`src/rtl/spi_pkg.sv`:
```
`default_nettype none
// ============================================================================
//  Module   : spi_pkg
//  Purpose  : Shared types and constants for the SPI master slice.
//  Revision : 1.0 - initial release
// ============================================================================
package spi_pkg;

    localparam int SPI_DATA_W = 8;

    typedef enum logic [2:0] {
        IDLE  = 3'd0,
        SETUP = 3'd1,
        HIGH  = 3'd2,
        LOW   = 3'd3,
        HOLD  = 3'd4
    } spi_master_state_t;

    // Counter width for a range of n values, never narrower than one bit.
    function automatic int cnt_width(input int n);
        if (n > 1) return $clog2(n);
        return 1;
    endfunction

endpackage
`default_nettype wire

```
`src/rtl/spi_master_if.sv`:
```
`default_nettype none
// ============================================================================
//  Module   : spi_master_if
//  Purpose  : Controller handshake plus SPI pins of the byte-oriented master.
//  Revision : 1.0 - initial release
// ============================================================================
interface spi_master_if
    import spi_pkg::*;
#(
    parameter int DATA_W = SPI_DATA_W
) ();

    logic              master_start;
    logic [DATA_W-1:0] master_data_trans;
    logic              master_miso;
    logic              master_sck;
    logic              master_ss;
    logic              master_mosi;
    logic              master_busy;
    logic              master_done;
    logic [DATA_W-1:0] master_data_rec;

    modport master (
        input  master_start,
        input  master_data_trans,
        input  master_miso,
        output master_sck,
        output master_ss,
        output master_mosi,
        output master_busy,
        output master_done,
        output master_data_rec
    );

    modport slave (
        output master_start,
        output master_data_trans,
        output master_miso,
        input  master_sck,
        input  master_ss,
        input  master_mosi,
        input  master_busy,
        input  master_done,
        input  master_data_rec
    );

endinterface
`default_nettype wire

```
`src/rtl/spi_clk_div.sv`:
```
`default_nettype none
// ============================================================================
//  Module   : spi_clk_div
//  Purpose  : Phase timer; o_tick marks the last cycle of each CLK_DIV phase.
//  Revision : 1.0 - initial release
// ============================================================================
module spi_clk_div
    import spi_pkg::*;
#(
    parameter int CLK_DIV = 4
) (
    input  wire logic clk,
    input  wire logic rst,
    input  wire logic i_en,
    output logic      o_tick
);

    localparam int                 c_CNT_W = cnt_width(CLK_DIV);
    localparam logic [c_CNT_W-1:0] c_LAST  = c_CNT_W'(CLK_DIV - 1);

    logic [c_CNT_W-1:0] r_cnt;

    // Held at zero while disabled so every enable starts a fresh phase.
    always_ff @(posedge clk) begin
        if (rst || !i_en) begin
            r_cnt <= '0;
        end else if (r_cnt == c_LAST) begin
            r_cnt <= '0;
        end else begin
            r_cnt <= r_cnt + c_CNT_W'(1);
        end
    end

    assign o_tick = i_en && (r_cnt == c_LAST);

endmodule
`default_nettype wire

```
`src/rtl/spi_master.sv`:
```
`default_nettype none
// ============================================================================
//  Module   : spi_master
//  Purpose  : Byte SPI master: preamble pulse, DATA_W data pulses, trailer.
//  Revision : 1.0 - initial release
// ============================================================================
module spi_master
    import spi_pkg::*;
#(
    parameter int CLK_DIV     = 4,
    parameter int DATA_W      = SPI_DATA_W,
    parameter int PRE_PULSES  = 1,
    parameter int POST_PULSES = 1
) (
    input  wire logic      master_clk,
    input  wire logic      master_reset,
    spi_master_if.master   bus
);

    localparam int                c_TOTAL      = PRE_PULSES + DATA_W + POST_PULSES;
    localparam int                c_PC_W       = cnt_width(c_TOTAL);
    localparam logic [c_PC_W-1:0] c_LAST_PULSE = c_PC_W'(c_TOTAL - 1);

    spi_master_state_t r_state;
    logic              r_sck;
    logic              r_ss;
    logic              r_mosi;
    logic              r_busy;
    logic              r_done;
    logic [DATA_W-1:0] r_data_rec;
    logic [DATA_W-1:0] r_tx_sr;
    logic [DATA_W-1:0] r_rx_sr;
    logic [c_PC_W-1:0] r_pulse_cnt;

    logic w_tick;
    logic w_en;
    logic w_cur_data;
    logic w_next_data;

    assign w_en = (r_state != IDLE);

    spi_clk_div #(
        .CLK_DIV (CLK_DIV)
    ) u_clk_div (
        .clk    (master_clk),
        .rst    (master_reset),
        .i_en   (w_en),
        .o_tick (w_tick)
    );

    assign w_cur_data  = (int'(r_pulse_cnt) >= PRE_PULSES) &&
                         (int'(r_pulse_cnt) <  PRE_PULSES + DATA_W);
    assign w_next_data = (int'(r_pulse_cnt) + 1 >= PRE_PULSES) &&
                         (int'(r_pulse_cnt) + 1 <  PRE_PULSES + DATA_W);

    always_ff @(posedge master_clk) begin
        if (master_reset) begin
            r_state     <= IDLE;
            r_sck       <= 1'b0;
            r_ss        <= 1'b1;
            r_mosi      <= 1'b0;
            r_busy      <= 1'b0;
            r_done      <= 1'b0;
            r_data_rec  <= '0;
            r_tx_sr     <= '0;
            r_rx_sr     <= '0;
            r_pulse_cnt <= '0;
        end else begin
            r_done <= 1'b0;
            case (r_state)
                IDLE: begin
                    r_pulse_cnt <= '0;
                    if (bus.master_start) begin
                        r_ss    <= 1'b0;
                        r_busy  <= 1'b1;
                        r_rx_sr <= '0;
                        r_state <= SETUP;
                        // Without a preamble the first data bit must be on mosi already.
                        if (PRE_PULSES == 0) begin
                            r_mosi  <= bus.master_data_trans[DATA_W-1];
                            r_tx_sr <= bus.master_data_trans << 1;
                        end else begin
                            r_mosi  <= 1'b0;
                            r_tx_sr <= bus.master_data_trans;
                        end
                    end
                end
                SETUP: begin
                    if (w_tick) begin
                        r_sck   <= 1'b1;
                        r_state <= HIGH;
                    end
                end
                HIGH: begin
                    if (w_tick) begin
                        r_sck <= 1'b0;
                        if (w_cur_data) begin
                            r_rx_sr <= {r_rx_sr[DATA_W-2:0], bus.master_miso};
                        end
                        if (w_next_data) begin
                            r_mosi  <= r_tx_sr[DATA_W-1];
                            r_tx_sr <= r_tx_sr << 1;
                        end else begin
                            r_mosi  <= 1'b0;
                        end
                        r_state <= LOW;
                    end
                end
                LOW: begin
                    if (w_tick) begin
                        if (r_pulse_cnt != c_LAST_PULSE) begin
                            r_pulse_cnt <= r_pulse_cnt + c_PC_W'(1);
                            r_sck       <= 1'b1;
                            r_state     <= HIGH;
                        end else begin
                            r_ss    <= 1'b1;
                            r_mosi  <= 1'b0;
                            r_state <= HOLD;
                        end
                    end
                end
                HOLD: begin
                    if (w_tick) begin
                        r_done     <= 1'b1;
                        r_data_rec <= r_rx_sr;
                        r_busy     <= 1'b0;
                        r_state    <= IDLE;
                    end
                end
                default: begin
                    r_state <= IDLE;
                end
            endcase
        end
    end

    assign bus.master_sck      = r_sck;
    assign bus.master_ss       = r_ss;
    assign bus.master_mosi     = r_mosi;
    assign bus.master_busy     = r_busy;
    assign bus.master_done     = r_done;
    assign bus.master_data_rec = r_data_rec;

endmodule
`default_nettype wire

```
`src/flat_wrapper.sv`:
```
// flat-port wrapper written by rule: the top's interface ports become plain ports
module spi_master_flat import spi_pkg::*;
#(
    parameter int CLK_DIV     = 4,
    parameter int DATA_W      = SPI_DATA_W,
    parameter int PRE_PULSES  = 1,
    parameter int POST_PULSES = 1
)
  (master_clk, master_reset, bus_master_start, bus_master_data_trans, bus_master_miso, bus_master_sck, bus_master_ss, bus_master_mosi, bus_master_busy, bus_master_done, bus_master_data_rec);
  spi_master_if #(.DATA_W(DATA_W)) bus_i ();
  input  wire logic master_clk;
  input  wire logic master_reset;
  input wire logic [$bits(bus_i.master_start)-1:0] bus_master_start;
  input wire logic [$bits(bus_i.master_data_trans)-1:0] bus_master_data_trans;
  input wire logic [$bits(bus_i.master_miso)-1:0] bus_master_miso;
  output wire logic [$bits(bus_i.master_sck)-1:0] bus_master_sck;
  output wire logic [$bits(bus_i.master_ss)-1:0] bus_master_ss;
  output wire logic [$bits(bus_i.master_mosi)-1:0] bus_master_mosi;
  output wire logic [$bits(bus_i.master_busy)-1:0] bus_master_busy;
  output wire logic [$bits(bus_i.master_done)-1:0] bus_master_done;
  output wire logic [$bits(bus_i.master_data_rec)-1:0] bus_master_data_rec;
  assign bus_i.master_start = bus_master_start;
  assign bus_i.master_data_trans = bus_master_data_trans;
  assign bus_i.master_miso = bus_master_miso;
  assign bus_master_sck = bus_i.master_sck;
  assign bus_master_ss = bus_i.master_ss;
  assign bus_master_mosi = bus_i.master_mosi;
  assign bus_master_busy = bus_i.master_busy;
  assign bus_master_done = bus_i.master_done;
  assign bus_master_data_rec = bus_i.master_data_rec;
  spi_master #(.CLK_DIV(CLK_DIV), .DATA_W(DATA_W), .PRE_PULSES(PRE_PULSES), .POST_PULSES(POST_PULSES)) u_core (.master_clk(master_clk), .master_reset(master_reset), .bus(bus_i));
endmodule
```
`config.mk`:
```
export PLATFORM = sky130hd
export DESIGN_NAME = spi_master_flat
export DESIGN_NICKNAME = d
export VERILOG_FILES = /design/src/rtl/spi_pkg.sv /design/src/rtl/spi_master_if.sv /design/src/rtl/spi_clk_div.sv /design/src/rtl/spi_master.sv /design/src/flat_wrapper.sv
export SDC_FILE = /design/constraint.sdc
export NUM_CORES = 1
export LEC_CHECK = 0
export CORE_ASPECT_RATIO = 1.75
export CORE_UTILIZATION = 57
export DETAILED_ROUTE_END_ITERATION = 7
export DONT_BUFFER_PORTS = 1
export PLACE_DENSITY_LB_ADDON = 0.05
export SLEW_MARGIN = 10
export SYNTH_ARGS = -nofsm -noshare
export SYNTH_HDL_FRONTEND = slang
export SYNTH_SLANG_ARGS = --single-unit
```
`constraint.sdc`:
```
create_clock -name master_clk -period 4.7 [get_ports master_clk]
set_input_delay 0.94 -clock master_clk [delete_from_list [all_inputs] [get_ports master_clk]]
set_output_delay 0.94 -clock master_clk [all_outputs]
set_load 0.03 [all_outputs]
```
* After elaboration in Yosys (flattened, before gate mapping)
Cells that the tools add are included.
W data, S select, Z words.
** Word-level totals
- Register bits :: 38
- Output and inout bits :: 13
- Word-level logic and storage cells :: 92
** Operators by class
- $add $sub $neg :: 3
- Order comparisons :: 4
- Equal/unequal tests :: 15
- Muxes and demuxes :: 35
- Bitwise operators :: 1
- Reductions and logical operators :: 23
** Operator list (count)
- $mux W8 :: 6
- $ge A32 B2 Y1 const B :: 1
- $lt A32 B5 Y1 const B :: 1
- $pmux W8 S2 :: 2
- $mux W3 :: 6
- $pmux W3 S5 :: 1
- $reduce_and A5 Y1 :: 3
- $mux W1 :: 13
- $ne A2 B2 Y1 const B :: 6
- $reduce_and A4 Y1 :: 3
- $reduce_bool A3 Y1 :: 3
- $mux W4 :: 2
- $pmux W4 S2 :: 1
- $eq A3 B2 Y1 const B :: 2
- $ne A2 B1 Y1 const B :: 3
- $pmux W1 S3 :: 2
- $reduce_and A3 Y1 :: 2
- $reduce_bool A2 Y1 :: 3
- $add A4 B1 Y5 const B :: 1
- $add A4 B1 Y4 const B :: 1
- $ge A4 B1 Y1 const B :: 1
- $lt A4 B4 Y1 const B :: 1
- $ne A4 B4 Y1 const B :: 1
- $pmux W1 S2 :: 2
- 11 further kinds :: 14

* Depth between registers and ports, before layout
- Word-level depth :: 6
- Mapped depth :: 8
- Mapped depth without buffers :: 7

* By module
A second synthesis with hierarchy kept.
** Second synthesis, totals
- Cells, all modules :: 229
- Area total of the unflattened synthesis :: 1939.4 um^2
** By module, submodules not included
- spi_master :: instances 1, cells an instance 223, area each 1853.0 um^2, sequential area each 720.7 um^2
- spi_clk_div :: instances 1, cells an instance 6, area each 86.3 um^2, sequential area each 40.0 um^2

* Worst setup path before layout
Ideal clock, no wire load.
- Path kind :: input to register
- From :: in bus_master_start
- To :: reg u_core.r_tx_sr[1]
- Library setup time :: 142 ps
- Data arrival time :: 2069 ps
- Setup slack :: 2489 ps
- Cell stages on the path :: 6
- Path through :: mux2i_1 or3_1 nor2_1 and2_4 buf_6 a211oi_2
** Between the ends
- Cells in the longest elaborated chain, start to end :: 2
** RTL lines
- start: declaration :: RTL line flat_wrapper.sv:13 : input wire logic [$bits(bus_i.master_start)-1:0] bus_master_start;
- $ne A2 B2 Y1 (no line)
- $reduce_and A4 Y1 (no line)
- end signal: assignment :: RTL line spi_master.sv:81 : r_tx_sr <= bus.master_data_trans << 1;
- end signal: assignment :: RTL line spi_master.sv:84 : r_tx_sr <= bus.master_data_trans;
- end signal: assignment :: RTL line spi_master.sv:102 : r_tx_sr <= r_tx_sr << 1;
- end: declaration :: RTL line spi_master.sv:31 : logic [DATA_W-1:0] r_tx_sr;
Every way passes these cells.
A chain may end at the register's enable or synchronous reset.

* Worst setup path in the final report
- From :: reg u_core.u_clk_div.r_cnt[0]
- To :: reg u_core.r_tx_sr[2]
** Between the ends
- Cells in the longest elaborated chain, start to end :: 4
** RTL lines
- start: declaration :: RTL line spi_clk_div.sv:21 : logic [c_CNT_W-1:0] r_cnt;
- start signal: assignment :: RTL line spi_clk_div.sv:30 : r_cnt <= r_cnt + c_CNT_W'(1);
- $eq A2 B2 Y1 :: RTL line spi_clk_div.sv:34 : assign o_tick = i_en && (r_cnt == c_LAST);
- $logic_and A1 B1 Y1 :: RTL line spi_clk_div.sv:34
- $ne A2 B2 Y1 (no line)
- $reduce_and A4 Y1 (no line)
Every way passes these cells.

==> run summary <==
The number of global-route vias before repair was 1,335; the leakage power was 0.7172 nW. The worst-case IR drop observed on VDD is 0.0002231 V. For this design, the slowest cell found on the critical path is sky130_fd_sc_hd__nor2_1.

Highest fanout seen on the critical path: 8. Dividing total power by cell area gives a power density of 315.6 mW/mm². No sink is reached through more buffers than the 2 on the longest clock path. The number of design-rule violations left by the first detailed-router iteration was 13; the flip-flop and latch count after synthesis was 38. The final critical path time including I/O delays and setup was 2.098 ns; the total detailed-routing wirelength was 3527 µm. STA classifies the critical path endpoint as a flop. STA puts the critical path data arrival time at 2.27 ns.

For the pin with the worst max-slew slack, the measured transition is 0.8501 ns. The tools report the master cell of the clock root buffer as sky130_fd_sc_hd__clkbuf_8. The run gives 0 as the count of maximum capacitance violations. After filler insertion, the fill cell instance count of the layout stands at 278. TritonCTS built the clock tree. The run gives 0.380 as the share of total power in the clock network. Buffers added to address setup during post-CTS repair amount to 0.

Including well taps, the total number of placed cells is 228. The run finished with clean final reports. The internal power of the cells totals 0.0004651 W. Number of nets in the layout: 210. The run gives 197 as the number of instances in the synthesized netlist.

The logs give 0.29 ns for the latest clock arrival within the worst-skew pair and 0.0006053 W for the post-route total power. The reg-to-reg setup timing slack came out at 2.60 ns. The detail route stage leaves a number of antenna-violating nets equal to 0. The hold violation total from the final report is 0, and the clock-pin slew on the worst setup and hold paths is 0.07 ns.

Setup repair after global routing left no endpoint under its margin. During synthesis, Yosys emitted a total of 0 warnings. The number of antenna violations at the first check in global routing is 0. The most used flip-flop cell after synthesis is sky130_fd_sc_hd__dfxtp_1. The run gives 0.4289 as the worst slew margin relative to its limit.

Using the TritonRoute via totals, the vias-per-cell ratio works out to 5.534. The final hold slack was 0.4361 ns; the final-layout setup total negative slack was 0 ns. The top cell types in the final layout, fill and taps aside, are sky130_fd_sc_hd__dfxtp_1 (38), sky130_fd_sc_hd__nand2_1 (22), sky130_fd_sc_hd__a21oi_1 (21). The repair_antennas step left the layout with diodes totalling 0.

For this run, the slowest stage of the critical path takes 0.43 ns. The die is 77.15 µm tall. The average instance area after synthesis was 9.336 µm². The path class of the tightest hold or removal check is flop to flop. The core box area is 0.002993 mm², and the data required time of the worst path is 4.87 ns. The tools report the total routing resource utilization after global routing as 0.2244.

After synthesis, the cell types taking the most area are sky130_fd_sc_hd__dfxtp_1 (41%), sky130_fd_sc_hd__mux2i_1 (9.3%), sky130_fd_sc_hd__a21oi_1 (5.7%). The post-synthesis cell type count was 43; the fraction of power consumed by combinational cells was 0.057. Total CTS buffers: 5. The instance area at placement is 0.001827 mm². The run gives 236 as the final non-filler cell total. The weighted congestion at the end of routability-driven global placement was 0.7665; the fraction of layout cells with a size suffix above 1 was 0.1186. From synthesis to final layout, the design area changed by 4.286%. The number of instances resized during post-cts repair is 0. Top cell family by delay on the critical path: simple AND/OR/NAND/NOR gates. The number of max-slew violations in the final report is 0, and the synthesized netlist net count is 214. Setup violations remaining at the end of the flow were counted as 0. For the detailed-placement wirelength estimate, the log shows 2510 µm. The logs give 1,306 for the vias after detailed routing and 0.4136 for the sequential element share of the synthesized area. The power share of the sequential group is 0.563.

Yosys mapped a number of flops with a built-in enable equal to 0. In this run the number of H-tree levels came out at 2. From left edge to right edge, the die measures 44.94 µm. The final clock period utilization by the worst path came out at 0.4463. STA classifies the critical path startpoint as a flop.

Counting every sink on the clock net gives 38. 25 I/O pins were placed. The combined buffer and inverter count along the critical path was 0.

The share of flip-flops with an asynchronous set or reset after synthesis came out at 0. The kind of critical path is flop to flop. The logs give 0 for the overflow left after global routing and 0.6145 for the starting utilization of the core area.

The top cell type's share of synthesized area works out to 0.4136. The critical path goes through ha_1 > mux2i_1 > or3_1 > nor2_1 > and2_4 > a211oi_2. For the maximum operating frequency, the log shows 476.8 MHz. Of all cell types, the one taking the most synthesized area is sky130_fd_sc_hd__dfxtp_1. After detailed routing, the average wire length per cell comes to 14.94 µm. The fraction of power spent switching nets is 0.2317, and the number of port buffers is 0. The first global-routing pass estimated 5871 µm of wire. For this design the total switching power over the nets is 0.0001403 W.

The tools report the number of buffers inserted for hold repair after clock tree synthesis as 0. The synthesized netlist occupies a cell area of 0.001839 mm². The tools report the number of placement rows as 26. Setup clock skew after layout: 0.01071 ns. Leaving out fill and tap cells, the most frequent cell in the layout is sky130_fd_sc_hd__dfxtp_1.

The tools report the finished layout cell area as 0.001918 mm². The tools report the pin count of the biggest net entering global routing as 41. After detailed routing, the number of remaining DRC violations is 0.

The die covers 0.003467 mm². The number of iterations in the first detailed-routing pass was 4.
[layer usage]
metal  vias up  share of wire  track usage
li1        678              -            -
met2        20           0.56       0.3971
met5         -              0            0
met3         4          0.033      0.05647
met1       604           0.40       0.2474
met4         0          0.012      0.06970
[worst reg2reg max path, stage by stage (launching register included)]
cell and delay (ns):
sky130_fd_sc_hd__dfxtp_1 0.34, sky130_fd_sc_hd__ha_1 0.29, sky130_fd_sc_hd__mux2i_1 0.11, sky130_fd_sc_hd__or3_1 0.41, sky130_fd_sc_hd__nor2_1 0.43, sky130_fd_sc_hd__and2_4 0.31, sky130_fd_sc_hd__a211oi_2 0.08
[cell families after synthesis]
family,count (synthesis),share of synthesized area
simple gates,76,0.2231
compound gates,39,0.1578
flops,38,0.4136
mux,20,0.1122
buf+inv,17,0.04966
fa+ha+maj,5,0.03401
xor+xnor,2,0.009526
[worst paths after layout]
kind                                     to                 startpoint  cells after the start
setup / recovery          u_core.r_tx_sr[2]  u_core.u_clk_div.r_cnt[0]                      6
hold / removal    u_core.u_clk_div.r_cnt[0]  u_core.u_clk_div.r_cnt[0]                      1
setup reg to reg          u_core.r_tx_sr[2]  u_core.u_clk_div.r_cnt[0]                      6
hold reg to reg   u_core.u_clk_div.r_cnt[0]  u_core.u_clk_div.r_cnt[0]                      1
[power by group through the flow]
stage	Sequential, W	Combinational [W]	Clock (W)
final	0.000341	0.0000346	0.000230
after CTS	0.000341	0.0000347	0.000232
after detailed placement	0.000348	0.0000346	0
after floorplan	0.000345	0.0000383	0
after global placement	0.000348	0.0000329	0
after global routing	0.000342	0.0000382	0.000246
[sequential cells by signal (all words and copies together), names as in the netlist]
signal                      flops
u_core.bus.master_data_rec      8
u_core.r_rx_sr                  8
u_core.r_tx_sr                  8
u_core.r_pulse_cnt              4
u_core.r_state                  3
u_core.u_clk_div.r_cnt          2
u_core.bus.master_busy          1
u_core.bus.master_done          1
u_core.bus.master_mosi          1
u_core.bus.master_sck           1
u_core.bus.master_ss            1
[synth_stat cells, types with 2 or more instances]
library cell / number
sky130_fd_sc_hd__and2_1: 8
sky130_fd_sc_hd__ha_1: 5
sky130_fd_sc_hd__o32ai_1: 2
sky130_fd_sc_hd__nand3b_1: 4
sky130_fd_sc_hd__nand3_1: 3
sky130_fd_sc_hd__inv_1: 5
sky130_fd_sc_hd__buf_6: 3
sky130_fd_sc_hd__a211o_1: 2
sky130_fd_sc_hd__mux2i_1: 17
sky130_fd_sc_hd__nand2_1: 22
sky130_fd_sc_hd__a21oi_1: 21
sky130_fd_sc_hd__or3_1: 3
sky130_fd_sc_hd__nand2b_1: 2
sky130_fd_sc_hd__xor2_1: 2
sky130_fd_sc_hd__mux2_2: 2
sky130_fd_sc_hd__and3_1: 2
sky130_fd_sc_hd__nor2_1: 18
sky130_fd_sc_hd__dfxtp_1: 38
sky130_fd_sc_hd__clkbuf_1: 6
sky130_fd_sc_hd__nor3_1: 3
sky130_fd_sc_hd__a211oi_2: 7
[area by class of cell]
class / instances / area [µm²] / share of cell area
tap: 42 / 52.55 / 0.02740
timing repair buffer: 1 / 7.507 / 0.003914
clock buffer: 7 / 86.33 / 0.04501
inverter: 5 / 18.77 / 0.009785
multi-input combinational: 142 / 987.2 / 0.5147
clock inverter: 1 / 5.005 / 0.002609
sequential: 38 / 760.7 / 0.3966
[per-stage QoR]
step | util | worst slack (ns)
2_1_floorplan | - | 2.489
3_3_place_gp | 0.6104 | 2.410
3_5_place_dp | 0.6104 | 2.355
4_1_cts | 0.6409 | 2.599
5_1_grt | 0.6409 | 2.446
6_report | 0.6409 | 2.602
Power figures use the tool's default switching activity.
